### config.mk
export PLATFORM = sky130hd
export DESIGN_NAME = zframe_scanout
export DESIGN_NICKNAME = d
export VERILOG_FILES = /design/src/rtl/zframe_scanout.sv
export SDC_FILE = /design/constraint.sdc
export NUM_CORES = 1
export LEC_CHECK = 0
export CAP_MARGIN = 20
export CORE_UTILIZATION = 55
export DETAILED_ROUTE_END_ITERATION = 10
export GPL_TIMING_DRIVEN = 0
export PLACE_DENSITY_LB_ADDON = 0.05
export SYNTH_ARGS = -nofsm -noshare
export SYNTH_HDL_FRONTEND = slang
export SYNTH_SLANG_ARGS = --single-unit
### constraint.sdc
create_clock -name clk -period 3.1 [get_ports clk]
set_input_delay 0.62 -clock clk [delete_from_list [all_inputs] [get_ports clk]]
set_output_delay 0.62 -clock clk [all_outputs]
set_load 0.005 [all_outputs]
### src/rtl/zframe_scanout.sv
// Frame-buffer scan-out: reads the frame linearly in 4-pixel bursts into a small FIFO
// and hands one pixel per request to the TFT timing generator, blanking on underflow.
module zframe_scanout #(
  parameter int          FRAME_PIXELS = 384000,
  parameter int          FIFO_DEPTH   = 16,
  parameter logic [15:0] BLANK_COLOR  = 16'h0000
) (
  input  logic        clk,
  input  logic        rst_n,
  input  logic        en,
  input  logic        iFrame_Start,
  output logic [23:0] oSDRAM_Rd_Addr,
  output logic        oSDRAM_Rd_Req,
  input  logic        iSDRAM_Rd_Done,
  input  logic [15:0] iSDRAM_Data1,
  input  logic [15:0] iSDRAM_Data2,
  input  logic [15:0] iSDRAM_Data3,
  input  logic [15:0] iSDRAM_Data4,
  input  logic        iPix_Req,
  output logic [15:0] oPix_Data,
  output logic        oPix_Valid,
  output logic        oUnderflow
);

  localparam int              AW         = $clog2(FIFO_DEPTH);
  localparam int              CW         = AW + 1;
  localparam logic [23:0]     FRAME_END  = 24'(FRAME_PIXELS);
  localparam logic [CW-1:0]   FILL_LIMIT = CW'(FIFO_DEPTH - 4);

  typedef enum logic [1:0] {S_IDLE, S_CHECK, S_REQ, S_GAP} state_t;

  state_t          state_reg, state_next;
  logic [23:0]     addr_reg;
  logic            discard_reg;
  logic [AW-1:0]   wr_ptr_reg, rd_ptr_reg;
  logic [CW-1:0]   count_reg, count_next;
  logic [15:0]     mem [FIFO_DEPTH];
  logic [15:0]     push_data [4];
  logic [AW-1:0]   wr_idx [4];
  logic            flush, issue, rd_done, push, pop, starve;

  // Disabling behaves like a continuous frame restart: FIFO and address held clear.
  assign flush   = iFrame_Start | ~en;
  assign issue   = en & ~iFrame_Start & (addr_reg < FRAME_END) & (count_reg <= FILL_LIMIT);
  assign rd_done = (state_reg == S_REQ) & iSDRAM_Rd_Done;
  assign push    = rd_done & ~discard_reg & ~flush;
  assign pop     = iPix_Req & ~flush & (count_reg != '0);
  assign starve  = iPix_Req & ~flush & (count_reg == '0);

  assign push_data[0] = iSDRAM_Data1;
  assign push_data[1] = iSDRAM_Data2;
  assign push_data[2] = iSDRAM_Data3;
  assign push_data[3] = iSDRAM_Data4;

  for (genvar gi = 0; gi < 4; gi++) begin : g_widx
    assign wr_idx[gi] = wr_ptr_reg + AW'(gi);
  end

  always_ff @(posedge clk or negedge rst_n) begin
    if (!rst_n) state_reg <= S_IDLE;
    else        state_reg <= state_next;
  end

  always_comb begin
    state_next = state_reg;
    case (state_reg)
      S_IDLE:  if (en) state_next = S_CHECK;
      S_CHECK: begin
        if (!en)        state_next = S_IDLE;
        else if (issue) state_next = S_REQ;
      end
      S_REQ:   if (iSDRAM_Rd_Done) state_next = en ? S_GAP : S_IDLE;
      S_GAP:   state_next = en ? S_CHECK : S_IDLE;
      default: state_next = S_IDLE;
    endcase
  end

  always_comb begin
    oSDRAM_Rd_Req = 1'b0;
    if (state_reg == S_REQ) oSDRAM_Rd_Req = 1'b1;
  end

  always_comb begin
    count_next = count_reg;
    if (push) count_next = count_next + CW'(4);
    if (pop)  count_next = count_next - CW'(1);
  end

  always_ff @(posedge clk) begin
    if (push) begin
      for (int k = 0; k < 4; k++) mem[wr_idx[k]] <= push_data[k];
    end
  end

  always_ff @(posedge clk or negedge rst_n) begin
    if (!rst_n) begin
      addr_reg       <= '0;
      oSDRAM_Rd_Addr <= '0;
      discard_reg    <= 1'b0;
      wr_ptr_reg     <= '0;
      rd_ptr_reg     <= '0;
      count_reg      <= '0;
    end else begin
      if (state_reg == S_CHECK && issue) oSDRAM_Rd_Addr <= addr_reg;
      // A read already in flight when the frame restarts must still complete, but its data is stale.
      if (state_reg == S_REQ && !iSDRAM_Rd_Done && flush) discard_reg <= 1'b1;
      else if (state_reg != S_REQ || iSDRAM_Rd_Done)     discard_reg <= 1'b0;
      if (flush) begin
        addr_reg   <= '0;
        wr_ptr_reg <= '0;
        rd_ptr_reg <= '0;
        count_reg  <= '0;
      end else begin
        if (push) begin
          addr_reg   <= addr_reg + 24'd4;
          wr_ptr_reg <= wr_ptr_reg + AW'(4);
        end
        if (pop) rd_ptr_reg <= rd_ptr_reg + AW'(1);
        count_reg <= count_next;
      end
    end
  end

  always_ff @(posedge clk or negedge rst_n) begin
    if (!rst_n) begin
      oPix_Data  <= BLANK_COLOR;
      oPix_Valid <= 1'b0;
      oUnderflow <= 1'b0;
    end else begin
      oPix_Valid <= iPix_Req;
      if (iPix_Req) oPix_Data <= pop ? mem[rd_ptr_reg] : BLANK_COLOR;
      if (iFrame_Start) oUnderflow <= 1'b0;
      else if (starve)  oUnderflow <= 1'b1;
    end
  end

endmodule

* After elaboration in Yosys (flattened, before gate mapping)
Memory sizes are Yosys's and may differ from the RTL's.
Cells that the tools add are included.
** Storage, ports and cells
- Bits in registers :: 82
- Bits in latches :: 0
- RAM bits :: 256
- Bits in read-only memories :: 0
- Input bits :: 70
- Output and inout bits :: 43
- Word-level logic and storage cells :: 79
- Memories :: 1
** Operators by class
- Add/subtract/negate cells :: 8
- Multiply operators :: 0
- Div/mod/pow operators :: 0
- Order comparisons :: 2
- Eq/ne operators :: 7
- Shift-type cells :: 0
- Mux-type cells :: 24
- Bitwise logic cells :: 14
- Reduce and logical (&&, ||, !) cells :: 13
** Memories
- mem :: words 16, bits a word 16, read ports 1, clocked after memory_dff 0, write ports 4, line 37 : logic [15:0] mem [FIFO_DEPTH];
** Operators with widths (number)
- 24-bit two-way mux :: 2
- 24-bit by 3-bit adder with 24-bit output (second input constant) :: 1
- 24-bit by 19-bit < comparator with 1-bit output (second input constant) :: 1
- 16-bit two-way mux :: 1
- 4-bit two-way mux :: 4
- 5-bit two-way mux :: 3
- 2-bit two-way mux :: 5
- 1-bit bitwise AND :: 9
- 4-bit by 1-bit adder with 4-bit output (second input constant) :: 2
- 4-bit by 2-bit adder with 4-bit output (second input constant) :: 2
- 1-bit two-way mux :: 8
- 2-bit case mux with 4 select lines :: 1
- 2-bit nonzero test :: 4
- 2-bit != test (second input constant) :: 3
- 5-bit by 3-bit adder with 5-bit output (second input constant) :: 1
- 5-bit by 4-bit <= comparator with 1-bit output (second input constant) :: 1
- 5-bit zero test :: 1
- 5-bit nonzero test :: 1
- 5-bit by 1-bit subtractor with 5-bit output (second input constant) :: 1
- 4-bit by 3-bit adder with 4-bit output (second input constant) :: 1
- 2-bit == test (second input constant) :: 2
- 1-bit NOT :: 4
- 1-bit logical AND :: 3
- 3-bit != test (second input constant) :: 1
- other kinds (6) :: 6

* Longest topological paths before layout
Gate-level depths: netlist of the first run.
- Word-level depth :: 8
- Depth in mapped cells :: 7
- Gate-level depth less buffers :: 6

* Worst setup path before layout of the first run
No wires, ideal clock.
- Kind :: input-to-reg
- Start point :: input port iSDRAM_Rd_Done
- End point :: memory mem[10][0], enable pin
- Setup time :: 0.411 ns
- Arrival time :: 2.651 ns
- Data required time :: 2.689 ns
- Path slack :: 0.038 ns
- Stages :: 5
- Buffers on the path :: 3
- Cells stage by stage :: and4bb_2 -> buf_2 -> buf_2 -> clkbuf_1 -> and3_1
** RTL lines
- start, declared :: line 14 : input logic iSDRAM_Rd_Done,
- end, declared :: line 37

==> results_dict.tcl, run 1 <==
set metrics [dict create \
    outcome "finished clean" \
    htree_levels 2 \
    rsz0062_at_grt "false" \
    seqCellArea_sq_um 9590 \
    dp_hpwl_um 27100 \
    worstPathArrival_ns 3.22 \
    crit_type "input port to flop" \
    yosysWarningCount 0 \
    cp_num_buf_inv 4 \
    cts_hold_buf 0 \
    vias 10122 \
    finalHoldViolations 0 \
    clockRootBuffer "clkbuf_16" \
    numCtsBuffers 36 \
    grt_pass1_vias 10022 \
    slowest_stage "clkdlybuf4s50_1" \
    wl_per_cell_um 25.8 \
    syn_inst 1104 \
    io_buffers 110 \
    grt_pass1_wl_um 63300 \
    largest_reg_flops 256 \
    timing.setup.tns_ns 0 \
    clock.fmax_ghz 0.337 \
    clk_path_buf_depth 3 \
    period_minus_slack_ns 2.97 \
    nFillCells 2011 \
    synthTopCellsByArea "edfxtp_1 (48%), mux2_2 (14%), dfrtp_1 (12%)" \
    timing.final.crit_share 0.956 \
    tightestPinTransition_ns 1.04 \
    grt_usage 0.301 \
    drt_first_iter_violations 1027 \
    synth_top_area_share 0.482 \
    cp-start-kind "input port" \
    ys_ff_latch 332 \
    cts.sinks 332 \
    drtAntennaViolNets 0 \
    yosysTopAreaCell "edfxtp_1" \
    antenna_found_initial 0 \
    multi_input_comb_area_sq_um 5860 \
    grt_max_degree 58 \
    area_growth_pct 17.6 \
    drtPass1Iterations 5 \
    ys_types 55 \
    clkTransAtPathRegs_ns 0.06 \
    antenna_cells 0 \
    clock_latency_ns 0.52 \
    cp.required_ns 3.36 \
    crit_path_cell_trace "clkdlybuf4s50_1, and2b_1, and3_1, clkbuf_1, buf_2, buf_6, mux2_2" \
    slowest_delay_ns 0.63 \
    rows 61 \
    ios 113 \
    setup_violations 0 \
    die_x_um 172 \
    synth_async_sr_flop_share 0.229 \
    dieArea_sq_um 29700 \
    fin_skew_ns 0.0181 \
    ys_seq_area_frac 0.602 \
    fin_util 0.665 \
    ir_drop_v 0.000370 \
    nets 1338 \
    remaining_drc_errors 0 \
    fp.dieH_um 172 \
    dp_cells 1598 \
    power_per_cell_area_nw_per_um2 494 \
    vias_per_cell 6.09 \
    grt_remaining_overflow 0 \
    slew_viol_final 0 \
    synth_edf_count 256 \
    syn_area_per_cell_sq_um 14.4 \
    cts_tree "done" \
    max_cap_viol_count 0 \
    hold_path.class "input port to async pin" \
    cpLargestDelayFamily "buffers and inverters" \
    initial_core_util 0.566 \
    final_layout_size_suffix_gt1_frac 0.254 \
    synthFlopType "edfxtp_1" \
    wl_um 42900 \
    core_sq_um 28200 \
    total_power_w 0.00926 \
    cp_max_fo 25 \
    synthesis.area_sq_um 15900 \
    whs_ns 0.0740 \
    max-slew-margin-rel 0.305 \
    layout.cells.non_filler 1661 \
    power.leakage_nw 6.44 \
    place_congestion 0.830 \
    end_kind "flop" \
]
-- area by class of cell --
cell class,instances,share of cell area
Clock buffer,52,0.0535
Inverter,8,0.00160
Sequential cell,332,0.512
Clock inverter,11,0.00407
Multi-Input combinational cell,661,0.313
Tap cell,378,0.0252
Timing Repair Buffer,115,0.0648
Buffer,104,0.0264
-- routing by layer --
layer	track usage	vias up	routed length, um	share of wire
met3	0.0417	91	3170	0.074
met4	0.115	0	1470	0.034
met2	0.479	462	19900	0.46
met5	0	-	0	0
met1	0.422	5054	18300	0.43
li1	-	4515	-	-
-- placed cells by master, fill, tap and decap left out, drive strengths merged, types with 9 or more instances in the layout --
master and n:
a211oi 9, a21oi 18, a22oi 9, and3 12, buf 49, clkbuf 113
clkdlybuf4s50 109, clkinv 10, dfrtp 76, edfxtp 256, ha 10, mux2 210
mux2i 101, mux4 16, nand2 41, nand2b 31, nand3 12, nor2 39
nor2b 9, o21ai 11, o21bai 9, o22ai 32, o31ai 24
-- report_power, final --
group	internal [W]	switching, W	leakage [nW]	total [W]
combinational	0.000220	0.000211	2.56	0.000430
sequential	0.00481	0.00000452	3.36	0.00481
clock	0.00232	0.00169	0.523	0.00402
total	0.00735	0.00191	6.44	0.00926
-- per-stage QoR --
stage / area (sq um) / setup WS [ns]
2_1_floorplan: 15900 / 0.0379
3_3_place_gp: 17500 / -1.68
3_5_place_dp: 17600 / -0.717
4_1_cts: 18700 / 0.0103
5_1_grt: 18700 / 0.0146
6_report: 18700 / 0.135
-- cell families after synthesis --
family / after synthesis / synth area share
XOR/XNOR: 12 / 0.00660
other: 1 / 0.000235
AND/OR/NAND/NOR: 187 / 0.0641
multiplexers: 327 / 0.237
buffers and inverters: 112 / 0.0315
AO/OA/AOI/OAI: 123 / 0.0511
flip-flops: 332 / 0.602
adder cells (fa/ha/maj): 10 / 0.00785
-- synthesized netlist by cell type (7+ instances only) --
| cell type | instances |
|---|---|
| nand2_1 | 41 |
| clkbuf_1 | 60 |
| nand2b_1 | 31 |
| o21ai_0 | 11 |
| or4_1 | 7 |
| mux2_2 | 200 |
| o31ai_1 | 24 |
| inv_1 | 7 |
| edfxtp_1 | 256 |
| o22ai_1 | 32 |
| a211oi_1 | 9 |
| and3_1 | 12 |
| mux2_4 | 10 |
| a21oi_1 | 18 |
| ha_1 | 10 |
| mux2i_1 | 101 |
| a22oi_1 | 9 |
| nor2_1 | 39 |
| nand3_1 | 12 |
| nor2b_1 | 9 |
| mux4_2 | 16 |
| o21bai_1 | 9 |
| dfrtp_1 | 76 |
| buf_2 | 32 |
-- path summary, 6_finish.rpt --
check | from | endpoint | slack (ns) | depth (start not counted)
max in group asynchronous | rst_n | oPix_Data[9] | 2.39 | 2
min in group clk | oSDRAM_Rd_Addr[23] | oSDRAM_Rd_Addr[23] | 0.50 | 1
worst min register to register | oSDRAM_Rd_Addr[23] | oSDRAM_Rd_Addr[23] | 0.50 | 1
worst max register to register | rd_ptr_reg[1] | oPix_Data[13] | 0.21 | 6
worst min-delay path | rst_n | oSDRAM_Rd_Addr[13] | 0.07 | 1
worst max-delay path | en | mem[11][4] | 0.13 | 7
-- what timing repair did --
item                       in CTS  in global routing
buffers inserted                0                  0
resized for setup               2                  9
cloned                          0                  0
setup endpoints to repair      17                 52
(Power assumes the default switching activity.)
==> run 2, diff against run 1 <==
- CORE_UTILIZATION: 55 -> 25
- CTS_CLUSTER_SIZE: not set -> 25
==> results_dict.tcl, run 2 (synthesis results as in run 1) <==
set metrics [dict create \
    outcome "finished clean" \
    drtPass1Iterations 4 \
    crit_type "input port to flop" \
    hold_path.class "flop to flop" \
    antenna_cells 0 \
    grt_remaining_overflow 0 \
    rr_worst_depth 6 \
    rows 92 \
    setup_violations 0 \
    rsz0062_at_grt "true" \
    holdPathStages 1 \
    slew_viol_final 0 \
    area_growth_pct 22.8 \
    fin_util 0.310 \
    layout_commonest_cell "edfxtp_1" \
    grt_pass1_vias 10051 \
    drt_first_iter_violations 575 \
    period_minus_slack_ns 2.98 \
    max_cap_viol_count 0 \
    cts.sinks 332 \
    die_x_um 254 \
    clock_latency_ns 0.58 \
    antenna_found_initial 2 \
    wl_per_cell_um 26.5 \
    fp.dieH_um 254 \
    dpl-instance-area_sq_um 18200 \
    initial_core_util 0.253 \
    end_kind "flop" \
    cp_max_fo 25 \
    ir_drop_v 0.000284 \
    dp_hpwl_um 35000 \
    vias 9872 \
    dp_cells 2066 \
    tightestPinTransition_ns 1.08 \
    io_buffers 110 \
    ios 113 \
    cp-start-kind "input port" \
    layout.cells.non_filler 2147 \
    remaining_drc_errors 0 \
    largest_reg_flops 256 \
    clkTransAtPathRegs_ns 0.06 \
    drtAntennaViolNets 0 \
    power.leakage_nw 6.55 \
    cp.required_ns 3.42 \
    core_sq_um 63100 \
    clock.fmax_ghz 0.336 \
    clk_path_buf_depth 3 \
    clockRootBuffer "clkbuf_16" \
    crit_path_cell_trace "clkdlybuf4s50_1, and2b_1, and3_1, clkbuf_1, buf_4, buf_6, mux2_2" \
    finalHoldViolations 0 \
    dieArea_sq_um 64700 \
    power_per_cell_area_nw_per_um2 512 \
    grt_pass1_wl_um 78500 \
    wl_um 56900 \
    cts_tree "done" \
    fin_skew_ns 0.0177 \
    numCtsBuffers 43 \
    max-slew-margin-rel 0.279 \
    vias_per_cell 4.60 \
    nFillCells 6348 \
    grt_usage 0.177 \
    slowest_delay_ns 0.67 \
    htree_levels 2 \
    timing.final.crit_share 0.961 \
    place_congestion 0.718 \
    worstPathArrival_ns 3.30 \
    nets 1346 \
    grt_max_degree 58 \
    postLayoutCellArea_sq_um 19600 \
    final_layout_size_suffix_gt1_frac 0.259 \
    final_cell_mix "edfxtp_1 (256), mux2_2 (200), clkdlybuf4s50_1 (109), mux2i_1 (101), clkbuf_1 (79)" \
    slowest_stage "clkdlybuf4s50_1" \
]
## run 2: worst max-delay path: cells and delay by family
| family | cells | cell delay (ns) |
|---|---|---|
| buf+inv | 4 | 1.62 |
| simple gates | 2 | 0.65 |
| mux | 1 | 0.39 |
## run 2: layout make-up
cell class / instances / area, sq um / area share
Inverter: 8 / 30.0 / 0.00153
Tap cell: 846 / 1060 / 0.0541
Sequential cell: 332 / 9590 / 0.490
Timing Repair Buffer: 116 / 1210 / 0.0618
Buffer: 104 / 515 / 0.0263
Clock inverter: 10 / 60.1 / 0.00307
Multi-Input combinational cell: 661 / 5860 / 0.300
Clock buffer: 70 / 1240 / 0.0633
## run 2: path summary, 6_finish.rpt
kind                                    startpoint            endpoint  slack [ns]
worst max register to register       rd_ptr_reg[1]        oPix_Data[2]        0.12
worst min-delay path            oSDRAM_Rd_Addr[21]  oSDRAM_Rd_Addr[21]        0.49
worst min register to register  oSDRAM_Rd_Addr[21]  oSDRAM_Rd_Addr[21]        0.49
worst max-delay path                            en         mem[15][11]        0.12
max in group asynchronous                    rst_n  oSDRAM_Rd_Addr[19]        1.88
min in group asynchronous                    rst_n   oSDRAM_Rd_Addr[7]        0.55
## run 2: per-stage QoR
stage	hold slack [ns]	TNS (ns)	setup slack [ns]	power (W)
finish	0.494	0	0.121	0.0100
global route	0.513	-0.115	-0.00966	0.0103
CTS	0.485	0	0.0447	0.0102
detailed placement	0.492	-176.24	-1.03	0.00536
global placement	0.484	-614.77	-2.49	0.00536
floorplan	0.324	0	0.0379	0.00511
## run 2: power breakdown
part / switching [W] / internal [W] / leakage, nW
clock network: 0.00202 / 0.00273 / 0.630
logic: 0.000229 / 0.000220 / 2.56
registers: 0.00000534 / 0.00481 / 3.36
## run 2: metal layers
layer | global-route usage | vias up | wire length, um
met5 | 0 | - | 0
met4 | 0.0522 | 0 | 1310
met3 | 0.0274 | 76 | 2240
met2 | 0.299 | 253 | 27900
met1 | 0.233 | 5008 | 25500
li1 | - | 4535 | -
## run 2: repair_timing
| action | 4_1_cts | 5_1_grt |
|---|---|---|
| endpoints found under the hold margin | 14 | 0 |
| setup endpoints to repair | 92 | 58 |
| buffers inserted | 0 | 0 |
| hold buffers | 1 | 0 |
| gates resized for setup | 10 | 4 |
